[config.mk]
export PLATFORM = sky130hd
export DESIGN_NAME = tile_pixel_fetch
export DESIGN_NICKNAME = d
export VERILOG_FILES = /design/src/rtl/tile_pixel_fetch.sv
export SDC_FILE = /design/constraint.sdc
export NUM_CORES = 1
export LEC_CHECK = 0
export CAP_MARGIN = 20
export CORE_MARGIN = 4
export CORE_UTILIZATION = 30
export CTS_CLUSTER_DIAMETER = 100
export DETAILED_ROUTE_END_ITERATION = 6
export PLACE_DENSITY_LB_ADDON = 0.2
export SLEW_MARGIN = 10
export SYNTH_ARGS = -nofsm -noshare
export SYNTH_HDL_FRONTEND = slang
export SYNTH_SLANG_ARGS = --single-unit
[constraint.sdc]
create_clock -name clk -period 1.1 [get_ports clk]
set_input_delay 0.22 -clock clk [delete_from_list [all_inputs] [get_ports clk]]
set_output_delay 0.22 -clock clk [all_outputs]
set_load 0.005 [all_outputs]
[src/rtl/tile_pixel_fetch.sv]
// Pixel-rate tile fetch: tilemap address -> VRAM/CRAM code+palette -> tile ROM row
// -> 8-bit colour-lookup index. Fixed 5-cycle latency, one pixel per cycle, no stall.
// VRAM/CRAM reads are skipped while consecutive accepted pixels stay in the same tile.
module tile_pixel_fetch #(
   parameter int unsigned ACTIVE_ROWS = 288,
   parameter int unsigned ACTIVE_COLS = 224
) (
   input  logic        clk,
   input  logic        rst_l,
   input  logic        pix_valid,
   input  logic [8:0]  row,
   input  logic [9:0]  col,
   input  logic [15:0] tile_raw_addr,
   output logic [9:0]  vram_addr,
   output logic        vram_re,
   input  logic [7:0]  vram_data,
   input  logic [7:0]  cram_data,
   output logic [10:0] rom_addr,
   input  logic [15:0] rom_data,
   output logic [7:0]  color_idx,
   output logic        color_valid
);

   // Upper address bits and top palette bits are not part of the datapath.
   logic unused_bits;
   assign unused_bits = ^{tile_raw_addr[15:10], cram_data[7:6]};

   // S1: address issue and same-tile read suppression
   logic        accept;
   logic        rd_d;
   logic        s1_vld_q;
   logic [2:0]  s1_frow_q, s1_fcol_q;
   logic [9:0]  vram_addr_q;
   logic        vram_re_q;
   logic [9:0]  last_addr_q;
   logic        last_vld_q;

   // D1: aligns the pixel with RAM data returning a cycle after the strobe
   logic        d1_vld_q, d1_rd_q;
   logic [2:0]  d1_frow_q, d1_fcol_q;

   // S2: code/palette select and ROM address
   logic [7:0]  code_eff;
   logic [5:0]  pal_eff;
   logic [7:0]  code_hold_q;
   logic [5:0]  pal_hold_q;
   logic        s2_vld_q;
   logic [5:0]  s2_pal_q;
   logic [2:0]  s2_fcol_q;
   logic [10:0] rom_addr_q;

   // D2: aligns the pixel with ROM data returning a cycle after the address
   logic        d2_vld_q;
   logic [5:0]  d2_pal_q;
   logic [2:0]  d2_fcol_q;

   // S3: output
   logic [15:0] pix_sh;
   logic [7:0]  color_idx_q;
   logic        color_valid_q;

   // Acceptance and read-request decision for the incoming pixel
   always_comb begin
      accept = pix_valid && ({23'd0, row} < ACTIVE_ROWS) && ({22'd0, col} < ACTIVE_COLS);
      rd_d   = accept && (!last_vld_q || (tile_raw_addr[9:0] != last_addr_q));
   end

   // S1 register; any bubble drops the last-tile memory so the next pixel re-reads
   always_ff @(posedge clk) begin
      if (!rst_l) begin
         s1_vld_q    <= 1'b0;
         s1_frow_q   <= '0;
         s1_fcol_q   <= '0;
         vram_addr_q <= '0;
         vram_re_q   <= 1'b0;
         last_addr_q <= '0;
         last_vld_q  <= 1'b0;
      end else begin
         s1_vld_q    <= accept;
         s1_frow_q   <= row[2:0];
         s1_fcol_q   <= col[2:0];
         vram_addr_q <= tile_raw_addr[9:0];
         vram_re_q   <= rd_d;
         if (accept) begin
            last_addr_q <= tile_raw_addr[9:0];
            last_vld_q  <= 1'b1;
         end else begin
            last_vld_q  <= 1'b0;
         end
      end
   end

   // D1 delay register carrying the read flag to where RAM data is valid
   always_ff @(posedge clk) begin
      if (!rst_l) begin
         d1_vld_q  <= 1'b0;
         d1_rd_q   <= 1'b0;
         d1_frow_q <= '0;
         d1_fcol_q <= '0;
      end else begin
         d1_vld_q  <= s1_vld_q;
         d1_rd_q   <= vram_re_q;
         d1_frow_q <= s1_frow_q;
         d1_fcol_q <= s1_fcol_q;
      end
   end

   // Fresh RAM data when this pixel read, otherwise the held copy of its tile
   always_comb begin
      code_eff = d1_rd_q ? vram_data : code_hold_q;
      pal_eff  = d1_rd_q ? cram_data[5:0] : pal_hold_q;
   end

   // S2 register: ROM address issue and hold refresh
   always_ff @(posedge clk) begin
      if (!rst_l) begin
         code_hold_q <= '0;
         pal_hold_q  <= '0;
         s2_vld_q    <= 1'b0;
         s2_pal_q    <= '0;
         s2_fcol_q   <= '0;
         rom_addr_q  <= '0;
      end else begin
         if (d1_rd_q) begin
            code_hold_q <= vram_data;
            pal_hold_q  <= cram_data[5:0];
         end
         s2_vld_q   <= d1_vld_q;
         s2_pal_q   <= pal_eff;
         s2_fcol_q  <= d1_fcol_q;
         rom_addr_q <= {code_eff, d1_frow_q};
      end
   end

   // D2 delay register carrying palette/fine_col to where ROM data is valid
   always_ff @(posedge clk) begin
      if (!rst_l) begin
         d2_vld_q  <= 1'b0;
         d2_pal_q  <= '0;
         d2_fcol_q <= '0;
      end else begin
         d2_vld_q  <= s2_vld_q;
         d2_pal_q  <= s2_pal_q;
         d2_fcol_q <= s2_fcol_q;
      end
   end

   // Leftmost pixel lives in the top two bits; shift the selected pair up to [15:14]
   always_comb begin
      pix_sh = rom_data << {d2_fcol_q, 1'b0};
   end

   // S3 output register; bubbles produce a zero index
   always_ff @(posedge clk) begin
      if (!rst_l) begin
         color_idx_q   <= '0;
         color_valid_q <= 1'b0;
      end else if (d2_vld_q) begin
         color_idx_q   <= {d2_pal_q, pix_sh[15:14]};
         color_valid_q <= 1'b1;
      end else begin
         color_idx_q   <= '0;
         color_valid_q <= 1'b0;
      end
   end

   assign vram_addr   = vram_addr_q;
   assign vram_re     = vram_re_q;
   assign rom_addr    = rom_addr_q;
   assign color_idx   = color_idx_q;
   assign color_valid = color_valid_q;

endmodule
# Word-level counts from Yosys, hierarchy flattened
# Index checks and enable logic that the tools add are counted.
# classes
order_cmp,2
n_mux,3
n_eq_ne,1
n_shift,1
n_reduce_logical,6
# ops
operator,n
left shift 16 x 4 -> 16 bit,1
less-than comparator 10 x 8 -> 1 bit (second input constant),1
inequality test 10 bit,1
less-than comparator 9 bit (second input constant),1
2-to-1 mux 8 bit,1
logical AND 1 bit,3
2-to-1 mux 1 bit,2
AND reduction 2 bit,1
logical NOT 1 bit,1
logical OR 1 bit,1
# totals
inputBits,70
ff_bits,85
output_inout_bits,31
elab_cells,34

# Depth between registers and ports, before layout
# depth
ltp_word,4
ltp_mapped,4

# Worst setup path after synthesis
# No wires, ideal clock.
# synth_timing
kind,flip-flop to flip-flop
from,reg d2_fcol_q[0]
to,"reg color_idx_q[0], in the netlist color_idx[0]"
t_arrival_ns,1.108
required_ns,0.986
setup_ns,0.114
setup_slack_ns,-0.122
stages_incl_launch_ff,4
synth_period_minus_slack_ns,1.222
path_cell_list,dfxtp_1 -> mux4_2 -> mux2i_1 -> nor2_1
# synth_via
elab_chain_cells,1
# synth_lines
element,line,text
from (decl),55,logic [2:0] d2_fcol_q;
from (signal assigned),144,d2_fcol_q <= s2_fcol_q;
left shift 16 x 4 -> 16 bit,150,"pix_sh = rom_data << {d2_fcol_q, 1'b0};"
to (signal assigned),159,"color_idx_q <= {d2_pal_q, pix_sh[15:14]};"
to (decl),59,logic [7:0] color_idx_q;
# No other way between the ends.
# A chain may end at the register's enable or synchronous reset.

# Worst setup path in the final report
# layout_timing
from,reg d2_fcol_q[0]
to,"reg color_idx_q[1], in the netlist color_idx[1]"
# The elaborated chain is that of the path after synthesis.

==> summary.txt <==
Status -> finished, violations left
Failing checks -> negative setup slack
CP arrival -> 1.45 ns
Seq/Total Area, Yosys -> 0.5785
Initial antenna violation count -> 0
CP max FO -> 4
Yosys warnings -> 0
Hold_buf cts -> 0
Chip width -> 101.6 µm
Initial drt markers -> 32
Die H -> 101.6 µm
Number of I/O pins -> 101
Setup CP Type -> register to register
Worst Skew -> 0.008262 ns
Yosys cell types -> 21
Setup TNS Final -> -0.2320 ns
Clk buf depth -> 2
WP data required -> 1.33 ns
PwrDens -> 1418 mW/mm²
Starting Density -> 0.3138
Number of synthesized register bits -> 76
Peak VDD IR -> 0.5660 mV
Routed len/inst -> 13.56 µm
Ys flop type -> dfxtp_1
DR vias/cell -> 4.565
Routed Antenna Nets -> 0
Slew @ Worst Pin -> 0.2039 ns
Total power -> 5694 µW
Mapped Area -> 0.002630 mm²
Num CTS Buffers -> 9
Global-route wire length before repair -> 9604 µm
Critical Path Source Type -> register
Syn nets -> 295
Largest net degree at the start of global routing -> 23
Drt drc -> 0
Most frequent cells in the layout -> dfxtp_1, clkdlybuf4s50_1, and2_1, buf_4, dfxtp_2
Number of global-route vias before repair -> 1,910
Core ar. -> 0.008382 mm²
Mean post-synth cell area -> 11.69 µm²
Finished Layout Cells -> 451
Period utilization -> 1.108
Nets -> 411
Total track usage -> 0.1209
Register-to-register setup slack -> -0.12 ns
IO Port Bufs -> 88
Cell Count Post-Placement -> 431
Hold Vio Cnt, Final -> 0
P&R area growth vs syn -> 52.66%
Register clock-pin slew on the reported worst setup and hold paths -> 0.08 ns
Ant diodes -> 0
MaxCap Viol Count -> 0
DP HPWL -> 4179 µm
DIE AREA -> 0.01033 mm²
Final worst setup slack -> -0.1185 ns
Grt total ovfl -> 0
Clock H-tree levels -> 3
Clock tree sinks -> 76
P_leak -> 0.001643 µW
Layout cells sized above 1 -> 0.3295
Pre-CTS WS -> -0.5751 ns
RePlAce Congestion -> 0.7498
Final min period -> 1.218 ns
Unrepaired setup endpoints after global routing -> true
Clock Latency Late Sink -> 0.34 ns
Final WL -> 6114 µm
Post-layout util -> 0.4790
Slew Limit Fails -> 0
Synth Instances -> 225
Via count -> 2,059
Asr flop ratio synth -> 0
Row cnt -> 33
CP endpoint kind -> register
Root Driver -> clkbuf_8
Commonest non-fill, non-tap cell in the layout -> dfxtp_1
DRT Pass-1 Iters -> 4
CTS tree -> built
Setup violators final -> 2
Slew HR -> 0.8631
Worst min path class -> input port to register
Fmax -> 0.8207 GHz
EDFF count, synth -> 0
kinds of logic (layout without fill, tap and decap cells):
group,Yosys count,in the layout,synth area share
mux,20,20,0.09515
flops,76,76,0.5785
xor+xnor,10,10,0.03330
buf+inv,14,133,0.02711
compound gates,23,23,0.07802
simple gates,82,84,0.1879
cell usage after synthesis, types with 2 or more instances:
cell | instances | area [µm²]
a21oi_1 | 10 | 50.05
nand3_1 | 2 | 10.01
and2_1 | 41 | 256.5
xnor2_1 | 10 | 87.58
and3_1 | 7 | 43.79
nor2_1 | 16 | 60.06
mux4_2 | 4 | 90.09
o31a_1 | 2 | 17.52
o31ai_2 | 11 | 137.6
clkbuf_1 | 7 | 26.28
dfxtp_1 | 76 | 1521
mux2i_1 | 16 | 160.2
buf_2 | 3 | 15.01
buf_6 | 2 | 22.52
nand4_1 | 12 | 75.07
metal layers:
metal	vias to the layer above	global-route usage	share of wire
li1	1017	-	-
met1	955	0.1542	0.44
met5	-	0	0
met4	0	0.05521	0.020
met3	9	0.03375	0.088
met2	78	0.1901	0.45
critical path, stage by stage (launching register included):
cell and delay (ns):
dfxtp_4 0.39, mux4_2 0.51, mux2i_1 0.15, nor2_1 0.05
worst paths after layout:
kind | start | to | cells past startpoint
hold / removal | tile_raw_addr[2] | last_addr_q[2] | 3
setup reg to reg | d2_fcol_q[0] | color_idx[1] | 3
hold reg to reg | s2_fcol_q[2] | d2_fcol_q[2] | 1
setup / recovery | d2_fcol_q[0] | color_idx[1] | 3
power breakdown:
group	switching [µW]	leakage (µW)	total (µW)	internal [µW]
logic	207	0.000908	563	356
clock network	1010	0.000106	2300	1280
registers	22.3	0.000629	2830	2810
total	1240	0.00164	5690	4450
layout make-up:
type / count / area (µm²)
Fill cell: 783 / 4367
Sequential cell: 76 / 1549
Multi-Input combinational cell: 137 / 1077
Timing Repair Buffer: 115 / 1032
Tap cell: 105 / 131.4
Clock buffer: 10 / 127.6
Clock inverter: 6 / 90.09
Inverter: 2 / 7.507
per-stage QoR:
step                hold slack, ns  cell area [µm²]
CTS                         0.4284             4030
detailed placement          0.4186             3832
floorplan                   0.3417             2634
global route                0.2316             4015
global placement            0.4136             3832
finish                      0.2308             4015
flip-flops by register name, indices dropped and copies added (netlist names):
signal and cells:
code_hold_q 8, color_idx 8, color_valid 1, d1_fcol_q 3
d1_frow_q 3, d1_rd_q 1, d1_vld_q 1, d2_fcol_q 3
d2_pal_q 6, d2_vld_q 1, last_addr_q 10, rom_addr 3
s1_fcol_q 3, s1_frow_q 3, s1_vld_q 1, s2_fcol_q 3
s2_pal_q 6, s2_vld_q 1, vram_addr 10, vram_re 1
repair_timing:
| action | 4_1_cts | 5_1_grt |
|---|---|---|
| resized for setup | 120 | 33 |
| endpoints found under the setup margin | 45 | 17 |
| setup buffers | 2 | 0 |
| pin swaps | 8 | 12 |
| cloned | 2 | 1 |
Note: power is estimated with default switching activity, not from simulation.
==> patch: new RTL, config.mk and constraints unchanged <==
`vram_addr_q` no longer has a reset.
--- a/src/rtl/tile_pixel_fetch.sv
+++ b/src/rtl/tile_pixel_fetch.sv
@@ -71,7 +71,6 @@
          s1_vld_q    <= 1'b0;
          s1_frow_q   <= '0;
          s1_fcol_q   <= '0;
-         vram_addr_q <= '0;
          vram_re_q   <= 1'b0;
          last_addr_q <= '0;
          last_vld_q  <= 1'b0;
@@ -79,7 +78,6 @@
          s1_vld_q    <= accept;
          s1_frow_q   <= row[2:0];
          s1_fcol_q   <= col[2:0];
-         vram_addr_q <= tile_raw_addr[9:0];
          vram_re_q   <= rd_d;
          if (accept) begin
             last_addr_q <= tile_raw_addr[9:0];
@@ -88,6 +86,10 @@
             last_vld_q  <= 1'b0;
          end
       end
+   end
+
+   always_ff @(posedge clk) begin
+      vram_addr_q <= tile_raw_addr[9:0];
    end
 
    // D1 delay register carrying the read flag to where RAM data is valid
Behaviour: not the same (a bounded check fails within 4 cycles, from zero or initial values and one cycle with rst_l low).
==> patch against the unedited design <==
- the flow still finishes with violations (negative setup slack)
- maximum frequency shrank 1.1%
- wire length decreased by 4.9%
- die area fell by 2.3%
- design area decreased by 3.1%
- area after synthesis down 2.5%
- total power down 2.4%
- sequential cell count unchanged
- cell count decreased by 2.0%
- hold slack gained 0.20 ns
- setup slack worse by 0.013 ns
==> patch: results (changes against the unedited design) <==
| Metric | Value |
|---|---|
| Seq cells | `76 (unchanged)` |
| GR Util met3 | `5.49% (+2.1 points)` |
| Met2 Use GR | `20.6% (+1.6 points)` |
| Status | `complete, but fails checks` |
| Mapped Nets | `284 (-3.7%)` |
| Final setup margin | `-0.132 ns (-0.0131 ns)` |
| RR Endpoint | `color_idx[0]` |
| Xor and xnor area share after synthesis | `3.42% (+0.086 points)` |
| Vias in the first global route | `2035 (+6.5%)` |
| Mapped Cells | `214 (-4.9%)` |
| P_leak | `1.55 nW (-5.9%)` |
| Detailed placer's ending HPWL | `4130 um (-1.1%)` |
| Total number of vias | `1947 (-5.4%)` |
| Internal | `4.28 mW (-3.7%)` |
| Post-layout min period | `1.23 ns (+0.0131 ns)` |
| Post-Place Worst Slack | `-0.549 ns (+0.0257 ns)` |
| # fillers | `814 (+4.0%)` |
| Synth top cells by count | `dfxtp_1 (76), and2_1 (31), mux2i_1 (16), nor2_1 (16), nand4_1 (12)` |
| Register area share after synthesis | `59.3% (+1.5 points)` |
| First-pass GRT wire length | `9460 um (-1.5%)` |
| Routed metal-1 wire length | `2380 um (-11%)` |
| Buffer share of cell area | `25.8% (+0.079 points)` |
| Area fraction in compound gates after synthesis | `8.00% (+0.20 points)` |
| Multi-input gate count | `126 (-8.0%)` |
| Clock-cell share of area | `5.37% (-0.052 points)` |
| Failing checks | `negative setup slack` |
| Final Setup Violations | `3 (+1)` |
| Routed WL | `5810 um (-4.9%)` |
| Placed Area | `0.00378 sq mm (-1.4%)` |
| Hold worst-path end | `vram_addr[4]` |
| Final GP Congestion | `0.725 (-3.4%)` |
## patch: cell count changes in the layout (fill, tap and decap cells not counted), sizes merged
cell / change
dlymetal6s2s: -6
bufinv: -1
buf: +5
and3: -1
and2: -10
clkdlybuf4s50: +5
dlygate4sd2: +4
inv: +2
clkbuf: +1
clkinv: -2
clkdlybuf4s15: -7
clkinvlp: +1
## patch: power by group through the flow
stage / Clock, mW / Sequential (mW) / Combinational, mW
final: 2.19 / 2.83 / 0.542
after global routing: 2.40 / 2.84 / 0.584
after CTS: 2.27 / 2.83 / 0.556
after detailed placement: 0 / 2.90 / 0.556
after global placement: 0 / 2.90 / 0.550
after floorplan: 0 / 2.90 / 0.162
## patch: how the worst max path moves through the flow
stage                  from        endpoint  slack, ns  cells past startpoint
2_1_floorplan        col[8]  last_addr_q[3]      -0.08                      4
3_3_place_gp      pix_valid         vram_re      -0.53                      4
3_5_place_dp      pix_valid         vram_re      -0.55                      4
4_1_cts        d2_fcol_q[0]    color_idx[0]      -0.15                      3
5_1_grt        d2_fcol_q[0]    color_idx[0]      -0.18                      3
6_report       d2_fcol_q[0]    color_idx[0]      -0.13                      3
## patch: worst reg2reg max path: cells and delay by family (launching register included)
family | cells | cell delay, ns
muxes | 2 | 0.68
DFF | 1 | 0.39
and+or+nand+nor | 1 | 0.06
## patch: what timing repair did
action | in CTS | in global routing
resized for setup | 122 | 21
gates cloned | 2 | 0
pin swaps | 3 | 2
setup endpoints to repair | 45 | 21
hold buffers | 0 | 0
hold endpoints to repair | 0 | 0
setup buffers | 0 | 0
## patch: metrics by stage
step	setup TNS, ns	util [%]
detailed placement	-13.02	45.8
global placement	-12.76	45.8
global route	-0.406	47.1
CTS	-0.269	48.0
floorplan	-0.856	-
finish	-0.237	47.1
